### config.mk
export PLATFORM = sky130hd
export DESIGN_NAME = mm_host_driver
export DESIGN_NICKNAME = d
export VERILOG_FILES = /design/src/rtl/mm_pkg.sv /design/src/rtl/mm_result_assembler.sv /design/src/rtl/mm_host_driver.sv
export SDC_FILE = /design/constraint.sdc
export NUM_CORES = 1
export LEC_CHECK = 0
export ABC_CLOCK_PERIOD_IN_PS = 2000
export BUFFER_PORTS_ARGS = -buffer_cell sky130_fd_sc_hd__buf_4
export CORE_MARGIN = 1
export CORE_UTILIZATION = 48
export DETAILED_ROUTE_END_ITERATION = 8
export PLACE_DENSITY = 0.76
export SLEW_MARGIN = 15
export SYNTH_ARGS = -nofsm -noshare
export SYNTH_HDL_FRONTEND = slang
export SYNTH_SLANG_ARGS = --single-unit
### constraint.sdc
create_clock -name clk -period 2 [get_ports clk]
set_input_delay 0.4 -clock clk [delete_from_list [all_inputs] [get_ports clk]]
set_output_delay 0.4 -clock clk [all_outputs]
set_load 0.05 [all_outputs]
### src/rtl/mm_pkg.sv
// Shared types and constants for the matrix-multiply host driver.
// Holds the FSM state enum, the matrix-select encodings and the result width.
package mm_pkg;

  typedef enum logic [2:0] {
    IDLE,
    LOAD_A,
    LOAD_B,
    GO,
    COLLECT,
    FINISH
  } state_t;

  localparam logic SEL_A = 1'b0;
  localparam logic SEL_B = 1'b1;

  // Each result element is this many link bytes wide (2*DW bits).
  localparam int RES_BYTES = 2;

  function automatic int res_width(input int dw);
    return RES_BYTES * dw;
  endfunction

endpackage

### src/rtl/mm_result_assembler.sv
// Packs a stream of result bytes, low byte first, into consecutive words.
// 'last' flags the byte that completes the final word; 'full' holds afterwards.
module mm_result_assembler
  import mm_pkg::*;
#(
  parameter int NWORDS = 4,
  parameter int DW     = 8
) (
  input  logic                           clk,
  input  logic                           rst,
  input  logic                           clear,
  input  logic [DW-1:0]                  res_byte,
  input  logic                           valid,
  output logic [NWORDS*RES_BYTES*DW-1:0] words,
  output logic                           full,
  output logic                           last
);

  localparam int NBYTES = NWORDS * RES_BYTES;
  localparam int CW     = $clog2(NBYTES + 1);
  localparam logic [CW-1:0] FULL_CNT = CW'(NBYTES);
  localparam logic [CW-1:0] LAST_IDX = CW'(NBYTES - 1);

  logic [CW-1:0] cnt_reg;
  logic          accept;

  assign full   = (cnt_reg == FULL_CNT);
  assign accept = valid && !full;
  assign last   = accept && (cnt_reg == LAST_IDX);

  always_ff @(posedge clk) begin
    if (rst || clear) begin
      cnt_reg <= '0;
    end else if (accept) begin
      cnt_reg <= cnt_reg + 1'b1;
    end
  end

  // Byte k of the stream lands in lane k, which is exactly row-major,
  // low-byte-first placement of the packed words.
  for (genvar gi = 0; gi < NBYTES; gi++) begin : g_lane
    logic [DW-1:0] lane_reg;

    always_ff @(posedge clk) begin
      if (rst) begin
        lane_reg <= '0;
      end else if (accept && (cnt_reg == CW'(gi))) begin
        lane_reg <= res_byte;
      end
    end

    assign words[gi*DW +: DW] = lane_reg;
  end

endmodule

### src/rtl/mm_host_driver.sv
// Host-side driver: streams matrices A and B to a multiplier, strobes compute,
// then collects the 2*DW-bit result elements. Optional collect timeout: MM_DRV_TIMEOUT_EN.
module mm_host_driver
  import mm_pkg::*;
#(
  parameter int N       = 2,
  parameter int DW      = 8,
  parameter int TIMEOUT = 255
) (
  input  logic                          clk,
  input  logic                          rst,
  input  logic                          start,
  input  logic [N*N*DW-1:0]             a_flat,
  input  logic [N*N*DW-1:0]             b_flat,
  output logic                          busy,
  output logic                          done,
  output logic                          err,
  output logic [N*N*RES_BYTES*DW-1:0]   c_flat,
  output logic [DW-1:0]                 mm_data,
  output logic                          mm_valid,
  output logic                          mm_sel,
  output logic                          mm_go,
  input  logic [DW-1:0]                 mm_res,
  input  logic                          mm_res_valid
);

  localparam int NN = N * N;
  localparam int EW = (NN > 1) ? $clog2(NN) : 1;
  localparam logic [EW-1:0] ELEM_LAST = EW'(NN - 1);

  state_t                         state_reg, state_next;
  logic [EW-1:0]                  elem_reg, elem_next;
  logic [NN*RES_BYTES*DW-1:0]     c_reg;
  logic [NN*RES_BYTES*DW-1:0]     words;
  logic                           asm_valid, asm_clear, asm_full, asm_last;
  logic                           idle_expired;
  logic                           timed_out;

  assign asm_valid = mm_res_valid && (state_reg == COLLECT);
  assign asm_clear = (state_reg != COLLECT);

  mm_result_assembler #(
    .NWORDS (NN),
    .DW     (DW)
  ) u_asm (
    .clk      (clk),
    .rst      (rst),
    .clear    (asm_clear),
    .res_byte (mm_res),
    .valid    (asm_valid),
    .words    (words),
    .full     (asm_full),
    .last     (asm_last)
  );

`ifdef MM_DRV_TIMEOUT_EN
  localparam int TW = $clog2(TIMEOUT + 1);
  localparam logic [TW-1:0] IDLE_LIMIT = TW'(TIMEOUT - 1);

  logic [TW-1:0] idle_cnt_reg;
  logic          timed_out_reg;

  always_ff @(posedge clk) begin
    if (rst) begin
      idle_cnt_reg <= '0;
    end else if ((state_reg != COLLECT) || mm_res_valid) begin
      idle_cnt_reg <= '0;
    end else begin
      idle_cnt_reg <= idle_cnt_reg + 1'b1;
    end
  end

  // Fires on the TIMEOUT-th consecutive empty COLLECT cycle.
  assign idle_expired = (state_reg == COLLECT) && !mm_res_valid &&
                        (idle_cnt_reg == IDLE_LIMIT);

  // Set on the edge into FINISH, so it marks exactly that FINISH cycle.
  always_ff @(posedge clk) begin
    if (rst) begin
      timed_out_reg <= 1'b0;
    end else begin
      timed_out_reg <= idle_expired;
    end
  end

  assign timed_out = timed_out_reg;
  assign err       = (state_reg == FINISH) && timed_out_reg;
`else
  assign idle_expired = 1'b0;
  assign timed_out    = 1'b0;
  assign err          = 1'b0;
`endif

  always_ff @(posedge clk) begin
    if (rst) begin
      state_reg <= IDLE;
      elem_reg  <= '0;
    end else begin
      state_reg <= state_next;
      elem_reg  <= elem_next;
    end
  end

  always_ff @(posedge clk) begin
    if (rst) begin
      c_reg <= '0;
    end else if ((state_reg == FINISH) && !timed_out) begin
      c_reg <= words;
    end
  end

  // The new result is already visible during the done cycle, then held.
  assign c_flat = ((state_reg == FINISH) && !timed_out) ? words : c_reg;

  always_comb begin
    state_next = state_reg;
    elem_next  = elem_reg;
    busy       = 1'b1;
    done       = 1'b0;
    mm_valid   = 1'b0;
    mm_sel     = SEL_A;
    mm_data    = '0;
    mm_go      = 1'b0;

    unique case (state_reg)
      IDLE: begin
        busy      = 1'b0;
        elem_next = '0;
        if (start) begin
          state_next = LOAD_A;
        end
      end

      LOAD_A: begin
        mm_valid = 1'b1;
        mm_sel   = SEL_A;
        mm_data  = a_flat[int'(elem_reg)*DW +: DW];
        if (elem_reg == ELEM_LAST) begin
          elem_next  = '0;
          state_next = LOAD_B;
        end else begin
          elem_next = elem_reg + 1'b1;
        end
      end

      LOAD_B: begin
        mm_valid = 1'b1;
        mm_sel   = SEL_B;
        mm_data  = b_flat[int'(elem_reg)*DW +: DW];
        if (elem_reg == ELEM_LAST) begin
          elem_next  = '0;
          state_next = GO;
        end else begin
          elem_next = elem_reg + 1'b1;
        end
      end

      GO: begin
        mm_go      = 1'b1;
        state_next = COLLECT;
      end

      COLLECT: begin
        if (asm_last || asm_full || idle_expired) begin
          state_next = FINISH;
        end
      end

      FINISH: begin
        done       = 1'b1;
        state_next = IDLE;
      end

      default: begin
        state_next = IDLE;
      end
    endcase
  end

endmodule

==> impl_metrics.env <==
export IMPL_worst_pin_slew_ns=0.636
export IMPL_tns_ns=-25.89
export IMPL_start_util=0.500
export IMPL_clkSlewWorstSetupHoldPaths_ns=0.06
export IMPL_dp_hpwl_um=10100
export IMPL_coreArea_mm2=0.0122
export IMPL_dpl_instance_area_mm2=0.00744
export IMPL_syn_to_final_growth_pct=48.9
export IMPL_synth_compound_area_frac=0.0267
export IMPL_drc=0
export IMPL_ys_ff_latch=137
export IMPL_grtUsageTotal=0.264
export IMPL_cp_top_family="buffers and inverters"
export IMPL_synthMuxAreaShare=0.286
export IMPL_routedWlPerCell_um=19.9
export IMPL_worstSkewPairLatency_ns=0.41
export IMPL_syn_num_nets=616
export IMPL_path_class="reg2out"
export IMPL_syn_avg_cell_area_um2=11.4
export IMPL_violations="setup timing"
export IMPL_slew_headroom=0.576
export IMPL_root_buffer="clkbuf_16"
export IMPL_cts_made_buffers=17
export IMPL_critical_path_buf_inv_count=3
export IMPL_syn_cell_area_mm2=0.00608
export IMPL_dp_cells=827
export IMPL_final_core_util=0.744
export IMPL_critPathMostFrequentCell="buf_6"
export IMPL_vdd_drop_max_uv=516
export IMPL_synth_xor_area_share=0.00432
export IMPL_synth_warnings=0
export IMPL_cp_slowest_cell="dfxtp_2"
export IMPL_grtUsageMet3=0.0683
export IMPL_dieArea_mm2=0.0131
export IMPL_skew_ns=0.00390
export IMPL_syn_inst=535
export IMPL_gr_max_usage_layer="met2"
export IMPL_min_path_type="in2reg"
export IMPL_gp_routability_congestion=0.795
export IMPL_setup_ws_ns=-0.463
export IMPL_via_count=4721
export IMPL_grt_pass1_vias=4929
export IMPL_drt_pass1_iterations=5
export IMPL_max_stage_delay_ns=0.35
export IMPL_drv_slew=0
export IMPL_fin_nets=784
export IMPL_grt_pass1_wl_um=25600
export IMPL_diodes=0
export IMPL_outcome="finished with violations"
export IMPL_synth_top_family_by_area="multiplexers"
export IMPL_clkSinkCount=137
export IMPL_ys_seq_area_frac=0.451
export IMPL_grt_overflow_total=0
export IMPL_min_to="c_reg[63]$_SDFF_PP0_"
export IMPL_worstRegToRegCells=6
export IMPL_final_cell_count_no_fill=883
export IMPL_setup_viol=74
export IMPL_hold_viol=0
export IMPL_rr_endpoint="u_asm.g_lane[3].lane_reg[0]$_SDFFE_PP0P_"
export IMPL_drtIter0Drc=189
export IMPL_fmax_mhz=406
export IMPL_synth_fa_ha_area_frac=0.0103
export IMPL_clockBufferDepth=2
export IMPL_critPathLaunchType="flop"
export IMPL_rr_startpoint="state_reg[1]$_SDFFE_PP0P_"
export IMPL_cts_hold_buffers=0
export IMPL_antenna_left=0
export IMPL_post_route_period_util=1.23
export IMPL_fp_row_count=40
export IMPL_critPathCaptureType="output port"
export IMPL_fin_crit_ns=2.46
export IMPL_cp_cell_sequence="buf_6 > nor3b_4 > buf_6 > mux4_2 > a22o_4 > buf_8"
export IMPL_wirelength_um=17600
export IMPL_yosysUniqueCellTypes=40
export IMPL_p_leak_nw=4.29
export IMPL_drive_gt1_frac=0.449
export IMPL_crit_arrival_ns=2.06
export IMPL_cp_data_required_time_ns=1.60
export IMPL_dieHeight_um=115
export IMPL_cap_violations=0
export IMPL_final_common_cell="dfxtp_1"
export IMPL_powerDensity_mw_per_mm2=726
export IMPL_final_area_mm2=0.00905
export IMPL_cts_tree="yes"
export IMPL_viasPerCell=5.35
export IMPL_io_pins=154
export IMPL_gr_usage_met1=0.282
export IMPL_min_path_cells=2
export IMPL_layout_common_cells="134 x dfxtp_1, 96 x buf_4, 73 x nand2b_1"
export IMPL_antenna_found_initial=0
export IMPL_fp_dieW_um=115
export IMPL_yosys_area_share_simple=0.182
export IMPL_regToRegSetupSlack_ns=0.06
export IMPL_use_met2=0.486
export IMPL_min_from="rst"
export IMPL_grt_max_degree=42
export IMPL_htreeDepth=4
export IMPL_cp_max_fo=5
export IMPL_port_buffers=152
export IMPL_rsz0062_at_grt="true"
==> power by group <==
group,leakage (nW),internal (W),switching [W]
Combinational,2.87,0.000234,0.000225
Sequential,1.10,0.00273,0.00000312
Clock,0.314,0.00226,0.00111
Total,4.29,0.00523,0.00134
==> cells by family (layout without fill, tap and decap cells) <==
group	Yosys count	count (layout)
AOI/OAI and AO/OA	22	22
xor gates and xnor gates	3	3
adders and majority gates	5	5
buffers and inverters	51	231
DFF	137	137
muxes	145	145
other	1	1
and+or+nand+nor	171	171
==> how the worst max path moves through the flow <==
stage / start / end / slack (ns) / cells after the start
final: state_reg[1]$_SDFFE_PP0P_ / mm_data[2] / -0.46 / 6
after global routing: state_reg[1]$_SDFFE_PP0P_ / mm_data[2] / -0.55 / 6
after CTS: state_reg[1]$_SDFFE_PP0P_ / c_flat[29] / -0.45 / 7
after detailed placement: state_reg[0]$_SDFFE_PP0P_ / mm_data[3] / -0.31 / 4
after global placement: state_reg[0]$_SDFFE_PP0P_ / mm_data[3] / -0.26 / 4
after floorplan: state_reg[0]$_SDFFE_PP0P_ / mm_data[6] / -0.08 / 5
==> stage by stage <==
stage	hold slack, ns	power, W	setup slack (ns)
finish	0.339	0.00657	-0.463
global placement	0.457	0.00321	-0.261
CTS	0.328	0.00658	-0.455
floorplan	0.446	0.00303	-0.0814
detailed placement	0.468	0.00322	-0.310
global route	0.348	0.00676	-0.554
==> cell type report <==
type | instances | area (um^2)
sequential | 137 | 2750
inverter | 6 | 25.0
timing repair buffer | 194 | 2120
clock inverter | 9 | 170
tap | 168 | 210
fill | 790 | 3110
clock buffer | 22 | 464
multi-input combinational | 347 | 3320
==> cell usage after synthesis, drive strengths merged <==
cell,n,area (um^2)
or3b,1,8.76
ha,5,62.6
a21oi,5,25.0
nand3,3,15.0
a22o,8,70.1
dfxtp,137,2740
a32oi,2,17.5
nand3b,4,30.0
nor2,6,22.5
a211o,1,8.76
o211ai,1,7.51
nor2b,64,400
nand4,5,56.3
mux2,64,721
o21ai,2,10.0
a211oi,1,7.51
nor3,1,5.00
and3,1,6.26
mux2i,65,651
and4b,3,30.0
buf,28,149
conb,1,3.75
nand2b,73,457
o311ai,1,8.76
nand2,4,15.0
mux4,16,368
inv,6,22.5
nor4b,1,15.0
nor3b,1,12.5
clkbuf,17,63.8
a21o,1,7.51
xnor2,1,8.76
xor2,2,17.5
and3b,1,8.76
nand4b,3,26.3
==> repair_timing <==
action / 4_1_cts / 5_1_grt
endpoints found under the setup margin: 73 / 76
pin swaps: 6 / 2
gates resized for setup: 127 / 49
gates cloned: 8 / 4
buffers inserted: 9 / 9
==> per-layer routing <==
metal	vias up	routed length, um
li1	2167	-
met5	-	0
met2	186	9040
met4	0	493
met3	34	1190
met1	2334	6890
Note: power is estimated with default switching activity, not from simulation.
